### config.mk
export PLATFORM = sky130hd
export DESIGN_NAME = arm_microsequencer
export DESIGN_NICKNAME = d
export VERILOG_FILES = /design/src/rtl/arm_microsequencer.sv
export SDC_FILE = /design/constraint.sdc
export NUM_CORES = 1
export LEC_CHECK = 0
export BUFFER_PORTS_ARGS = -buffer_cell sky130_fd_sc_hd__buf_2
export CORE_ASPECT_RATIO = 0.9
export CORE_MARGIN = 10
export CORE_UTILIZATION = 31
export CTS_CLUSTER_SIZE = 28
export DETAILED_ROUTE_END_ITERATION = 16
export PLACE_DENSITY = 0.61
export SETUP_SLACK_MARGIN = 0.15
export SYNTH_ARGS = -nofsm -noshare
export SYNTH_HDL_FRONTEND = slang
export SYNTH_SLANG_ARGS = --single-unit
### constraint.sdc
create_clock -name CLK -period 2.7 [get_ports CLK]
set_input_delay 0.54 -clock CLK [delete_from_list [all_inputs] [get_ports CLK]]
set_output_delay 0.54 -clock CLK [all_outputs]
set_load 0.01 [all_outputs]
### src/rtl/arm_microsequencer.sv
// Microprogrammed control unit for the multicycle ARM-subset processor.
// One microstate per cycle. The registered control word is built for the state being entered.
module arm_microsequencer #(
  parameter int SW = 35,
  parameter int NS = 6
) (
  input  logic          CLK,
  input  logic          RESET,
  input  logic [31:0]   IR_OUT,
  input  logic          MOC,
  input  logic          COND,
  input  logic          LSM_DETECT,
  input  logic          LSM_END,
  output logic [SW-1:0] cu_datapath
);

  localparam logic [NS-1:0] S_START   = NS'(0);
  localparam logic [NS-1:0] S_FETCH   = NS'(1);
  localparam logic [NS-1:0] S_PCINC   = NS'(2);
  localparam logic [NS-1:0] S_IRWAIT  = NS'(3);
  localparam logic [NS-1:0] S_IRLOAD  = NS'(4);
  localparam logic [NS-1:0] S_DECODE  = NS'(5);
  localparam logic [NS-1:0] S_DP_IMM  = NS'(10);
  localparam logic [NS-1:0] S_DP_REG  = NS'(11);
  localparam logic [NS-1:0] S_LD_ADDR = NS'(20);
  localparam logic [NS-1:0] S_LD_WAIT = NS'(21);
  localparam logic [NS-1:0] S_LD_WB   = NS'(22);
  localparam logic [NS-1:0] S_ST_ADDR = NS'(24);
  localparam logic [NS-1:0] S_ST_DATA = NS'(25);
  localparam logic [NS-1:0] S_ST_WAIT = NS'(26);
  localparam logic [NS-1:0] S_BL_LINK = NS'(30);
  localparam logic [NS-1:0] S_BR_JUMP = NS'(31);
  localparam logic [NS-1:0] S_LSM_BASE = NS'(40);
  localparam logic [NS-1:0] S_LSM_TEST = NS'(41);
  localparam logic [NS-1:0] S_LSM_XFER = NS'(42);
  localparam logic [NS-1:0] S_LSM_NEXT = NS'(43);

  localparam int B_RFLD = 34, B_IRLD = 33, B_MARLD = 32, B_MDRLD = 31, B_FRLD = 30;
  localparam int B_MOV = 29, B_RW = 28;
  localparam int B_MD = 14, B_ME = 13, B_MF = 12, B_MG = 11, B_MH = 10, B_MI = 9;

  localparam logic [3:0] ALU_ADD = 4'b0100;
  localparam logic [3:0] ALU_SUB = 4'b0010;
  localparam logic [2:0] MS_BYTE = 3'b000;
  localparam logic [2:0] MS_WORD = 3'b010;
  localparam logic [1:0] SEL_0 = 2'b00, SEL_1 = 2'b01, SEL_2 = 2'b10, SEL_3 = 2'b11;

  logic [NS-1:0] state;
  logic [NS-1:0] next_state;
  logic          unused_ir;

  // Only the opcode-class and addressing bits of the instruction steer the sequencer.
  assign unused_ir = ^{IR_OUT[31:28], IR_OUT[19:0]};

  function automatic logic [SW-1:0] rom(input logic [NS-1:0] s, input logic [31:0] ir);
    logic [SW-1:0] w;
    w = '0;
    case (s)
      S_FETCH: begin
        w[B_MARLD] = 1'b1; w[20:19] = SEL_2; w[B_MF] = 1'b1;
      end
      S_PCINC: begin
        w[B_RFLD] = 1'b1; w[20:19] = SEL_2; w[18:17] = SEL_2; w[24:21] = ALU_ADD;
        w[16:15] = SEL_1; w[B_MOV] = 1'b1; w[B_RW] = 1'b1; w[27:25] = MS_WORD;
      end
      S_IRWAIT: begin
        w[B_MOV] = 1'b1; w[B_RW] = 1'b1; w[27:25] = MS_WORD; w[B_MDRLD] = 1'b1;
      end
      S_IRLOAD: w[B_IRLD] = 1'b1;
      S_DP_IMM, S_DP_REG: begin
        // TST/TEQ/CMP/CMN only update flags.
        w[B_RFLD] = (ir[24:23] != 2'b10);
        w[B_FRLD] = ir[20];
        w[B_MH]   = 1'b1;
        w[B_MI]   = (s == S_DP_REG);
      end
      S_LD_ADDR, S_ST_ADDR: begin
        w[B_MARLD] = 1'b1; w[24:21] = ir[23] ? ALU_ADD : ALU_SUB; w[B_MI] = ir[25];
      end
      S_LD_WAIT: begin
        w[B_MOV] = 1'b1; w[B_RW] = 1'b1; w[B_MDRLD] = 1'b1;
        w[27:25] = ir[22] ? MS_BYTE : MS_WORD;
      end
      S_LD_WB: begin
        w[B_RFLD] = 1'b1; w[B_MG] = 1'b1;
      end
      S_ST_DATA: begin
        w[B_MDRLD] = 1'b1; w[B_ME] = 1'b1; w[20:19] = SEL_1;
      end
      S_ST_WAIT: begin
        w[B_MOV] = 1'b1; w[27:25] = ir[22] ? MS_BYTE : MS_WORD;
      end
      S_BL_LINK: begin
        w[B_RFLD] = 1'b1; w[20:19] = SEL_2; w[18:17] = SEL_2; w[24:21] = ALU_SUB;
        w[16:15] = SEL_2;
      end
      S_BR_JUMP: begin
        w[B_RFLD] = 1'b1; w[20:19] = SEL_2; w[18:17] = SEL_3; w[24:21] = ALU_ADD;
        w[16:15] = SEL_1;
      end
      S_LSM_BASE: begin
        w[B_MARLD] = 1'b1; w[B_MF] = 1'b1;
      end
      S_LSM_XFER: begin
        w[B_MOV] = 1'b1; w[B_RW] = ir[20]; w[27:25] = MS_WORD;
        if (ir[20]) begin
          w[B_MDRLD] = 1'b1; w[B_RFLD] = 1'b1; w[B_MG] = 1'b1; w[16:15] = SEL_3;
        end else begin
          w[20:19] = SEL_3; w[B_ME] = 1'b1;
        end
      end
      S_LSM_NEXT: begin
        w[B_MARLD] = 1'b1; w[B_MD] = 1'b1; w[18:17] = SEL_2; w[24:21] = ALU_ADD;
      end
      default: w = '0;
    endcase
    return w;
  endfunction

  always_comb begin
    next_state = S_FETCH;
    case (state)
      S_START:    next_state = S_FETCH;
      S_FETCH:    next_state = S_PCINC;
      S_PCINC:    next_state = S_IRWAIT;
      S_IRWAIT:   next_state = MOC ? S_IRLOAD : S_IRWAIT;
      S_IRLOAD:   next_state = S_DECODE;
      S_DECODE: begin
        if (!COND)                        next_state = S_FETCH;
        else if (IR_OUT[27:26] == 2'b00)  next_state = IR_OUT[25] ? S_DP_IMM : S_DP_REG;
        else if (IR_OUT[27:26] == 2'b01)  next_state = IR_OUT[20] ? S_LD_ADDR : S_ST_ADDR;
        else if (IR_OUT[27:25] == 3'b100) next_state = S_LSM_BASE;
        else if (IR_OUT[27:25] == 3'b101) next_state = IR_OUT[24] ? S_BL_LINK : S_BR_JUMP;
        else                              next_state = S_FETCH;
      end
      S_LD_ADDR:  next_state = S_LD_WAIT;
      S_LD_WAIT:  next_state = MOC ? S_LD_WB : S_LD_WAIT;
      S_ST_ADDR:  next_state = S_ST_DATA;
      S_ST_DATA:  next_state = S_ST_WAIT;
      S_ST_WAIT:  next_state = MOC ? S_FETCH : S_ST_WAIT;
      S_BL_LINK:  next_state = S_BR_JUMP;
      S_LSM_BASE: next_state = S_LSM_TEST;
      S_LSM_TEST: next_state = LSM_DETECT ? S_LSM_XFER : S_LSM_NEXT;
      S_LSM_XFER: next_state = MOC ? S_LSM_NEXT : S_LSM_XFER;
      S_LSM_NEXT: next_state = LSM_END ? S_FETCH : S_LSM_TEST;
      default:    next_state = S_FETCH;
    endcase
  end

  // State and control word register
  always_ff @(posedge CLK) begin
    if (RESET) begin
      state       <= S_START;
      cu_datapath <= '0;
    end else begin
      state       <= next_state;
      cu_datapath <= rom(next_state, IR_OUT);
    end
  end

endmodule

==> results.md <==
- Top cell family by delay on the critical path: simple AND/OR/NAND/NOR gates
- Hold Crit Class: input pin to flip-flop
- 1st-pass router iterations: 4
- Synth cell types: 55
- Initial antenna violation count: 0
- Largest net degree at the start of global routing: 27
- Hold path start: IR_OUT[25]
- FMAX: 430 MHz
- Die area: 8820 um^2
- Metal3 WL: 388 um
- Relative slew slack: 60.7%
- Most used DFF post-synth: dfxtp_1
- Hold buffer count at CTS: 0
- Yosys warnings: 0
- Antenna cells: 0
- Post-Syn Area: 1690 um^2
- Top area cells in the synthesized netlist: dfxtp_1 (33%), buf_4 (6.2%), a31oi_1 (4.1%), nor2_1 (3.5%), nand2b_1 (2.6%)
- RSZ-0062 raised after global routing: no
- Placer congestion estimate: 0.885
- CP max FO: 13
- CORE AREA: 5290 um^2
- Average size of a mapped cell: 8.30 um^2
- Starting Density: 32.0%
- Pleak: 0.844 nW
- Setup TNS: 0 ps
- Met1 WL: 2180 um
- CTS sink count: 28
- Grt total ovfl: 0
- Worst Setup SP: state[5]
- Worst Setup Start Kind: flip-flop
- Final hold vios: 0
- Synth Register Bits: 28
- Total CTS buffers: 3
- Hold_ws: 534 ps
- Global-route wire length before repair: 7570 um
- Final critical-path required period: 2330 ps
- Area leader, netlist: dfxtp_1
- # rows: 25
- Synth Instances: 204
- Crit-path slowest cell: a311oi_1
- Detailed Place HPWL: 3520 um
- Ports: 73
- Worst-path clk slew: 100 ps
- Total Nets Final: 274
- Reg area: 566 um^2
- Seq/Total Area, Yosys: 33.1%
- Fill cells: 591
- Worst r2r src: state[5]
- Die W: 97.9 um
- Crit. End Element: flip-flop
- CTS H-tree lvls: 1
- Top Layer Used: met4
- Remaining antenna violation count: 0
- Vias: 1586
- Worst Tran Pin Value: 585 ps
- Setup Skew: 7.66 ps
- Peak supply drop: 0.000294 V
- Critical path's largest stage delay: 500 ps
- Global Route Usage Sum: 9.94%
- Drt first-iter violations: 116
- Top-area cell type share of the netlist area: 33.1%
- Critical path class: flip-flop to flip-flop
- Req. time, crit path: 2900 ps
- Post-route DRC: 0
- Ratio of cells with drive above 1 in the final layout: 25.1%
- WL final: 4510 um
- Mean routed wirelength per cell: 14.9 um
- Status: finished clean
- Critical path arrival: 2520 ps
- Clock Tree Root: clkbuf_8
- Cells along the critical path: buf_4 -> or2_2 -> a311oi_1 -> nor4_4 -> buf_12 -> or3_4 -> a31oi_1
- Area of the multi-input gates: 988 um^2
- Via density: 5.25
- Overall Power: 1.35 mW
- Tcrit/Tclk final: 86.1%
- Die Span Y: 90.1 um
- Clock Tree Buf Depth: 2
- Ys async rst share: 0%
- WP buf/inv: 2
- Final setup fails: 0
- Met2 routed WL: 1930 um
- Number of port buffers: 34
- Syn-to-layout area delta: 16.9%
- CTS tree: built
- Max-slew violation count: 0
- Clk_lat worst skew: 270 ps
- Number of global-route vias before repair: 1540
- Number of flops mapped to enable cells by yosys: 0
- Power per cell area: 680 nW/um^2
- Max-cap viol count: 0
## logic make-up (layout without fill, tap and decap cells)
logic type	count (synthesis)	in the layout	synth area share, %
buf+inv	34	53	11.9
flops	28	28	33.1
xor+xnor	3	3	1.55
other cells	1	13	0.222
simple gates	87	87	31.9
compound gates	51	51	21.3
## layer usage
metal  track usage [%]  vias up
met5                 0        -
met4              1.09        0
met3              3.83        2
met2              14.9       52
met1              13.5      739
li1                  -      793
## tightest hold or removal path, cell delays in order
cell       delay (ps)
buf_2             120
nand2_1            60
o2bb2ai_1          50
## Yosys cell counts, types with 2 or more instances
cell       instances
buf_2              5
nor3_1             5
nor2_1            16
or3_1              2
nand2_1           10
o21a_1             4
buf_6              2
o32ai_1            2
xnor2_1            2
or2_2              3
nand2b_1           7
a32oi_1            2
dfxtp_1           28
a21oi_1            7
or3b_1             3
a31oi_1           11
nor2b_1            7
a211oi_1           3
inv_1              7
nand4b_1           2
o21ai_0            4
o22ai_1            4
nand3_1            5
nand4_1            6
and3_1             4
clkbuf_1           6
buf_4             14
a311oi_1           2
nand3b_1           3
nand4bb_1          2
o31a_1             2
## stage by stage
step                std cells  instance area (um^2)  util (%)  worst slack, ps
floorplan                 216                  1740         -              522
global placement          298                  1890      35.7              248
detailed placement        298                  1890      35.7              220
CTS                       302                  1960      37.1              228
global route              302                  1980      37.4              226
finish                    302                  1980      37.4              375
## sequential cells by signal, summed over array words and instances, names as in the netlist
name and count:
state 6, cu_datapath 22
## repair_timing
item | in CTS | in global routing
endpoints found under the hold margin | 0 | 0
setup endpoints to repair | 0 | 16
gates resized for setup | 0 | 6
buffers inserted | 0 | 0
## final cells by class
type                    count  share of cell area (%)
well taps                  67                    4.24
inverters                   7                    1.33
clock inverters             1                    1.52
clock buffers               3                    2.09
flip-flops and latches     28                    28.6
multi-input cells         154                    50.0
repair buffers             42                    12.3
## power breakdown
group	internal [mW]	leakage, nW	switching, mW	total [mW]
combinational	0.223	0.579	0.289	0.512
sequential	0.470	0.230	0.0369	0.507
clock	0.198	0.0357	0.128	0.326
total	0.892	0.844	0.454	1.35
## path summary, 6_finish.rpt
path | endpoint | slack [ps] | cells after the start
setup reg to reg | cu_datapath[23] | 370 | 7
setup / recovery | cu_datapath[23] | 370 | 7
hold / removal | cu_datapath[9] | 530 | 3
hold reg to reg | cu_datapath[29] | 840 | 3
## placed cells by master (no fill, tap or decap), drive strengths merged, types with 2 or more instances in the layout
cell     Yosys  routed
buf         21      42
dfxtp       28      28
nor2        16      16
conb         1      13
a31oi       11      11
nand2       10      10
inv          7       7
nor2b        7       7
nand2b       7       7
a21oi        7       7
nand4        6       6
nand3        6       6
nor3         5       5
o21ai        4       4
and3         4       4
o21a         4       4
o22ai        4       4
or2          4       4
or3b         3       3
nand3b       3       3
a211oi       3       3
clkbuf       6       3
nand4bb      3       3
or3          3       3
o32ai        2       2
xnor2        2       2
a32oi        2       2
a311oi       2       2
o31a         2       2
nand4b       2       2
nor4         2       2
(Power assumes the default switching activity.)
